**config.mk**
```make
export PLATFORM = sky130hd
export DESIGN_NAME = typewriter_text_row
export DESIGN_NICKNAME = d
export VERILOG_FILES = /design/src/rtl/typewriter_pkg.sv /design/src/rtl/tick_prescaler.sv /design/src/rtl/typewriter_text_row.sv
export SDC_FILE = /design/constraint.sdc
export NUM_CORES = 1
export LEC_CHECK = 0
export ABC_CLOCK_PERIOD_IN_PS = 4000
export BUFFER_PORTS_ARGS = -buffer_cell sky130_fd_sc_hd__buf_2
export CAP_MARGIN = 20
export CORE_AREA = 5 5 126 128
export DETAILED_ROUTE_END_ITERATION = 6
export DIE_AREA = 0 0 131 133
export PLACE_DENSITY = 0.72
export SKIP_CTS_REPAIR_TIMING = 1
export SYNTH_ARGS = -nofsm -noshare
export SYNTH_HDL_FRONTEND = slang
export SYNTH_SLANG_ARGS = --single-unit
```
**constraint.sdc**
```tcl
create_clock -name clk -period 4 [get_ports clk]
set_clock_uncertainty 0.15 [all_clocks]
set_input_delay 0.4 -clock clk [delete_from_list [all_inputs] [get_ports clk]]
set_output_delay 0.4 -clock clk [all_outputs]
set_load 0.005 [all_outputs]
```
**src/rtl/typewriter_pkg.sv**
```systemverilog
// Shared types and constants for the typewriter text row.
// CURSOR_BLINK_EN selects the blinking cursor build.
package typewriter_pkg;

    typedef enum logic [1:0] {
        IDLE,
        TYPING,
        DONE
    } state_t;

    localparam logic [7:0] CURSOR_CHAR = 8'h5F;
    localparam int CURSOR_HALF_PERIOD = 16;

    function automatic int clog2(input int value);
        int w;
        w = 0;
        while ((1 << w) < value) begin
            w++;
        end
        return w;
    endfunction

endpackage

```
**src/rtl/tick_prescaler.sv**
```systemverilog
// Divides clk by DELAY_CYCLES while enabled; tick is high
// for the one cycle in which the counter wraps.
module tick_prescaler
    import typewriter_pkg::*;
#(
    parameter int DELAY_CYCLES = 50000
) (
    input  logic clk,
    input  logic rst,
    input  logic en,
    input  logic clear,
    output logic tick
);

    // one extra bit keeps the width >=1 when DELAY_CYCLES is 1
    localparam int CW = clog2(DELAY_CYCLES + 1);
    localparam logic [CW-1:0] LAST = CW'(DELAY_CYCLES - 1);

    logic [CW-1:0] count;

    assign tick = en && !clear && (count == LAST);

    always_ff @(posedge clk or posedge rst) begin
        if (rst) begin
            count <= '0;
        end else if (clear) begin
            count <= '0;
        end else if (en) begin
            if (count == LAST) begin
                count <= '0;
            end else begin
                count <= count + CW'(1);
            end
        end
    end

endmodule

```
**src/rtl/typewriter_text_row.sv**
```systemverilog
// Text row with typewriter reveal between command source and
// font renderer. Define CURSOR_BLINK_EN for a blinking cursor.
module typewriter_text_row
    import typewriter_pkg::*;
#(
    parameter int ROW_LEN = 16,
    parameter logic [7:0] ADDRESS_OFFSET = 8'd0,
    parameter int DELAY_CYCLES = 50000,
    localparam int IDX_W = clog2(ROW_LEN)
) (
    input  logic             clk,
    input  logic             rst,
    input  logic             wr_en,
    input  logic [IDX_W-1:0] wr_addr,
    input  logic [7:0]       wr_data,
    input  logic [IDX_W:0]   msg_len,
    input  logic             start,
    input  logic             pause,
    input  logic [7:0]       readAddress,
    output logic [7:0]       outByte,
    output logic [IDX_W:0]   revealed,
    output logic             busy,
    output logic             done
);

    localparam logic [IDX_W:0] ROW_LEN_C = (IDX_W + 1)'(ROW_LEN);

    state_t state;
    state_t state_next;

    logic [IDX_W:0] len_q;
    logic [IDX_W:0] len_next;
    logic [IDX_W:0] revealed_next;
    logic [IDX_W:0] start_len;
    logic           done_next;
    logic           tick;

    logic [7:0]       buffer [ROW_LEN];
    logic [8:0]       diff;
    logic [7:0]       idx;
    logic [IDX_W-1:0] idx_lo;
    logic             addr_ok;
    logic             visible;

    assign busy = (state == TYPING);
    assign start_len = (msg_len > ROW_LEN_C) ? ROW_LEN_C : msg_len;

    tick_prescaler #(
        .DELAY_CYCLES(DELAY_CYCLES)
    ) u_prescaler (
        .clk  (clk),
        .rst  (rst),
        .en   (busy && !pause),
        .clear(start),
        .tick (tick)
    );

    always_ff @(posedge clk or posedge rst) begin
        if (rst) begin
            state <= IDLE;
        end else begin
            state <= state_next;
        end
    end

    always_comb begin
        state_next    = state;
        len_next      = len_q;
        revealed_next = revealed;
        done_next     = 1'b0;
        if (start) begin
            len_next      = start_len;
            revealed_next = '0;
            if (start_len == '0) begin
                state_next = DONE;
                done_next  = 1'b1;
            end else begin
                state_next = TYPING;
            end
        end else if (tick) begin
            revealed_next = revealed + (IDX_W + 1)'(1);
            if (revealed_next == len_q) begin
                state_next = DONE;
                done_next  = 1'b1;
            end
        end
    end

    always_ff @(posedge clk or posedge rst) begin
        if (rst) begin
            len_q    <= '0;
            revealed <= '0;
            done     <= 1'b0;
        end else begin
            len_q    <= len_next;
            revealed <= revealed_next;
            done     <= done_next;
        end
    end

    // text storage is deliberately not reset
    always_ff @(posedge clk) begin
        if (wr_en && ({1'b0, wr_addr} < ROW_LEN_C)) begin
            buffer[wr_addr] <= wr_data;
        end
    end

    // borrow bit tells whether readAddress is below the offset
    assign diff    = {1'b0, readAddress} - {1'b0, ADDRESS_OFFSET};
    assign addr_ok = !diff[8];
    assign idx     = diff[7:0];
    assign idx_lo  = idx[IDX_W-1:0];
    assign visible = addr_ok && (32'(idx) < 32'(revealed));

`ifdef CURSOR_BLINK_EN
    localparam int BW = clog2(CURSOR_HALF_PERIOD + 1);
    localparam logic [BW-1:0] BLINK_LAST =
        BW'(CURSOR_HALF_PERIOD - 1);

    logic [BW-1:0] blink_cnt;
    logic          blink_on;
    logic          cursor_hit;

    always_ff @(posedge clk or posedge rst) begin
        if (rst) begin
            blink_cnt <= '0;
            blink_on  <= 1'b1;
        end else if (start) begin
            blink_cnt <= '0;
            blink_on  <= 1'b1;
        end else if (blink_cnt == BLINK_LAST) begin
            blink_cnt <= '0;
            blink_on  <= !blink_on;
        end else begin
            blink_cnt <= blink_cnt + BW'(1);
        end
    end

    assign cursor_hit = blink_on && (state != IDLE) && addr_ok &&
                        (32'(idx) == 32'(revealed)) &&
                        (32'(idx) < 32'(ROW_LEN));
`endif

    always_ff @(posedge clk or posedge rst) begin
        if (rst) begin
            outByte <= 8'h00;
        end else if (visible) begin
            outByte <= buffer[idx_lo];
`ifdef CURSOR_BLINK_EN
        end else if (cursor_hit) begin
            outByte <= CURSOR_CHAR;
`endif
        end else begin
            outByte <= 8'h00;
        end
    end

endmodule
```
==> metrics.md <==
| Metric | Value |
|---|---|
| WL final | `roughly 14000 um` |
| Vias in the first global route | `3878` |
| I/O pins | `45` |
| DRT Pass-1 Iters | `5` |
| DP HPWL | `8900 um` |
| Met3 WL post-DR | `841 um` |
| Longest Clk Path Bufs | `2` |
| # diodes | `0` |
| Port bufs | `44` |
| Slew headroom | `about 35%` |
| Number of synthesized flops with an enable pin | `~130` |
| Syn. warnings | `0` |
| GRT Util Overall | `16.3%` |
| CORE AREA | `0.0148 mm^2` |
| Hold WC Path Type | `in2reg` |
| Core Rows | `45` |
| Top FF cell, synth | `edfxtp_1` |
| Least-Margin Pin Slew | `977 ps` |
| Clock Sinks | `around 170` |
| Netlist cell types | `47` |
| Net Count, Synth | `453` |
| Outcome | `complete, no violations` |
| Slew Viols, Final | `0` |
| Max_cap viols | `0` |
| Pleak | `between 2 and 3 nW` |
| Slack of the worst reg-to-reg path | `1410 ps` |
| Hold path depth | `2` |
| Fin nets | `508` |
| Synthesized area | `roughly 0.0068 mm^2` |
| Area Growth Syn to Fin | `14.8%` |
| Residual DRC | `0` |
| Crit path DAT | `2750 ps` |
| Initial antenna violation count | `1` |
| Switching Power | `roughly 0.77 mW` |
| Worst hold start | `msg_len[4]` |
| Final setup TNS | `0 ps` |
| CP max FO | `17` |
| Logic pwr share | `5.1%` |
| Post-synthesis sequential area ratio | `70.1%` |
| DR iter-0 viols | `333` |
| CTS tree | `done` |
| Post-Route M1 WL | `roughly 5700 um` |
| Starting Density | `46.1%` |
| P_int | `around 2.9 mW` |
| Mapped Cells | `417` |
| RSZ-0062 raised after global routing | `false` |
| Die H | `between 100 and 150 um` |
| Clock share of power | `42.6%` |
| CTS Buf Count | `17` |
| Met2 wire len | `6830 um` |
| CP startpoint | `u_prescaler.count[5]` |
| R2R cell count | `5` |
| Seq cells post-synth | `~170` |
| Min Tclk post-route | `2590 ps` |
| P per Cell Area | `roughly 460 mW/mm^2` |
| WHS Endpoint | `len_q[1]` |
| Final period util | `between 60 and 70%` |
| Post-route ant nets | `0` |
| Die area | `0.0174 mm^2` |
| CP Data Required Time | `4170 ps` |
| Layout cells sized above 1 | `25.2%` |
| Sequential Area | `approximately 0.0048 mm^2` |
| Die Span X | `131 um` |
| CTS clk-pin slew, worst paths | `approximately 60 ps` |
| GRT overflow | `0` |
| Startpoint types | `register` |
| Htree depth | `4` |
| Reg-to-Reg End | `u_prescaler.count[11]` |
| Syn Area/Cell | `16.3 um^2` |
| Vias | `3881` |
| First-pass GRT wire length | `21100 um` |
| Post-synth ARST share | `approximately 22%` |
| Clk root buf | `clkbuf_16` |
| Critical Path Sink Type | `register` |
| Final Wtd Congestion | `0.886` |
| RR Startpoint | `u_prescaler.count[5]` |
| Flop pwr share | `between 50% and 60%` |
| Area of the multi-input gates | `0.00193 mm^2` |
| CP Class | `reg2reg` |
| # fillers | `~1200` |
| Top layer used by detailed routing | `met5` |
| Final setup viols | `0` |
| Clock Latency Late Sink | `420 ps` |
| Max Clk Rate | `387 MHz` |
| Net Sw Frac | `a little over a fifth` |
| Largest net degree at the start of global routing | `38` |
| Post-DR wirelength/cell | `20.1 um` |
| Peak supply drop | `roughly 0.33 mV` |
| Via/cell ratio | `a little under 6` |
| Hold Fails Final Rpt | `0` |
| Fin Hold WS | `79.8 ps` |
## power groups by stage
| stage | Clock (mW) | Sequential, mW | Combinational (mW) |
|---|---|---|---|
| 2_1_floorplan | 0 | 1.93 | 0.115 |
| 3_3_place_gp | 0 | 1.93 | 0.180 |
| 3_5_place_dp | 0 | 1.93 | 0.184 |
| 4_1_cts | 1.56 | 1.90 | 0.186 |
| 5_1_grt | 1.64 | 1.90 | 0.203 |
| 6_report | 1.55 | 1.90 | 0.183 |
## how the worst max path moves through the flow
| stage | endpoint | depth (start not counted) |
|---|---|---|
| final | u_prescaler.count[11] | 5 |
| after global routing | u_prescaler.count[9] | 5 |
| after CTS | u_prescaler.count[11] | 5 |
| after detailed placement | u_prescaler.count[9] | 6 |
| after global placement | outByte[3] | 5 |
| after floorplan | state[0] | 6 |
## layout make-up
type,count,share of cell area (%)
clock buffers,23,5.99
repair buffers,51,3.53
multi-input cells,228,24.8
clock inverters,9,1.20
inverters,9,0.433
well taps,188,3.01
flip-flops and latches,165,61.1
## critical path: stages (launching register included)
cell and delay (ps):
dfrtp_1 470, or4b_4 580, nor4_4 500, nor2_1 370
a21o_1 240, a21o_1 170
## flip-flops by register name, indices dropped and copies added (netlist names)
signal / flops
outByte: 8
buffer: 128
u_prescaler.count: 16
revealed: 5
done: 1
state: 2
len_q: 5
## per-stage QoR
stage	instance area [um^2]	utilization (%)	power (mW)	setup slack [ps]	std cells
floorplan	6800	-	2.05	1690	417
global placement	7240	49.1	2.11	1400	640
detailed placement	7240	49.1	2.12	1400	640
CTS	7800	52.9	3.65	1410	672
global route	7810	52.9	3.74	1170	673
finish	7810	52.9	3.63	1410	673
## kinds of logic (layout without fill, tap and decap cells)
| kind of cell | after synthesis | after routing | synth area share (%) |
|---|---|---|---|
| compound gates | 62 | 62 | 5.94 |
| xor+xnor | 11 | 11 | 1.42 |
| fa+ha+maj | 6 | 6 | 1.10 |
| buf+inv | 24 | 92 | 1.51 |
| flops | 165 | 165 | 70.1 |
| mux | 37 | 37 | 11.4 |
| simple gates | 112 | 112 | 8.50 |
## synthesized netlist by cell type, types with 2 or more instances
library cell    n  area [um^2]
nand4_1         4         25.0
mux2i_1         2         20.0
xor2_1          5         43.8
and2_1          4         25.0
mux2_2          3         33.8
mux4_2         32          721
ha_1            6         75.1
nand3b_1        2         15.0
nand2b_1        5         31.3
nor2_1         31          116
dfrtp_1        37          926
buf_2           4         20.0
nand3_1        11         55.1
edfxtp_1      128         3840
a31oi_1         8         50.1
or2_2           2         12.5
xnor2_1         6         52.6
or4_1           2         15.0
a41oi_1         2         17.5
nor3_1          7         35.0
o2bb2ai_1       4         35.0
or3_1           4         25.0
nor2b_1         3         18.8
clkbuf_1       10         37.5
a22oi_1        14          105
inv_1           9         33.8
a21o_1          3         22.5
o21ai_0         9         45.0
nand2_1        26         97.6
nor4_1          2         12.5
a21oi_1        16         80.1
## layer usage
layer | vias to the layer above | track usage, %
met2 | 117 | 24.8
met4 | 2 | 6.57
li1 | 1751 | -
met5 | - | 0
met1 | 1993 | 22.9
met3 | 18 | 3.51
## layout by cell type (no fill, tap or decap), types with 5 or more instances in the layout
cell       synthesis  final
xnor2_1            6      6
nand3_1           11     11
buf_4              0      6
xor2_1             5      5
a22oi_1           14     14
nor2_1            31     31
o21ai_0            9      9
edfxtp_1         128    128
dfrtp_1           37     37
mux4_2            32     32
clkbuf_16          0     17
nand2_1           26     26
nor3_1             7      6
inv_1              9      9
a31oi_1            8      8
a21oi_1           16     16
buf_2              4     44
nand2b_1           5      5
ha_1               6      6
Note: power is estimated with default switching activity, not from simulation.
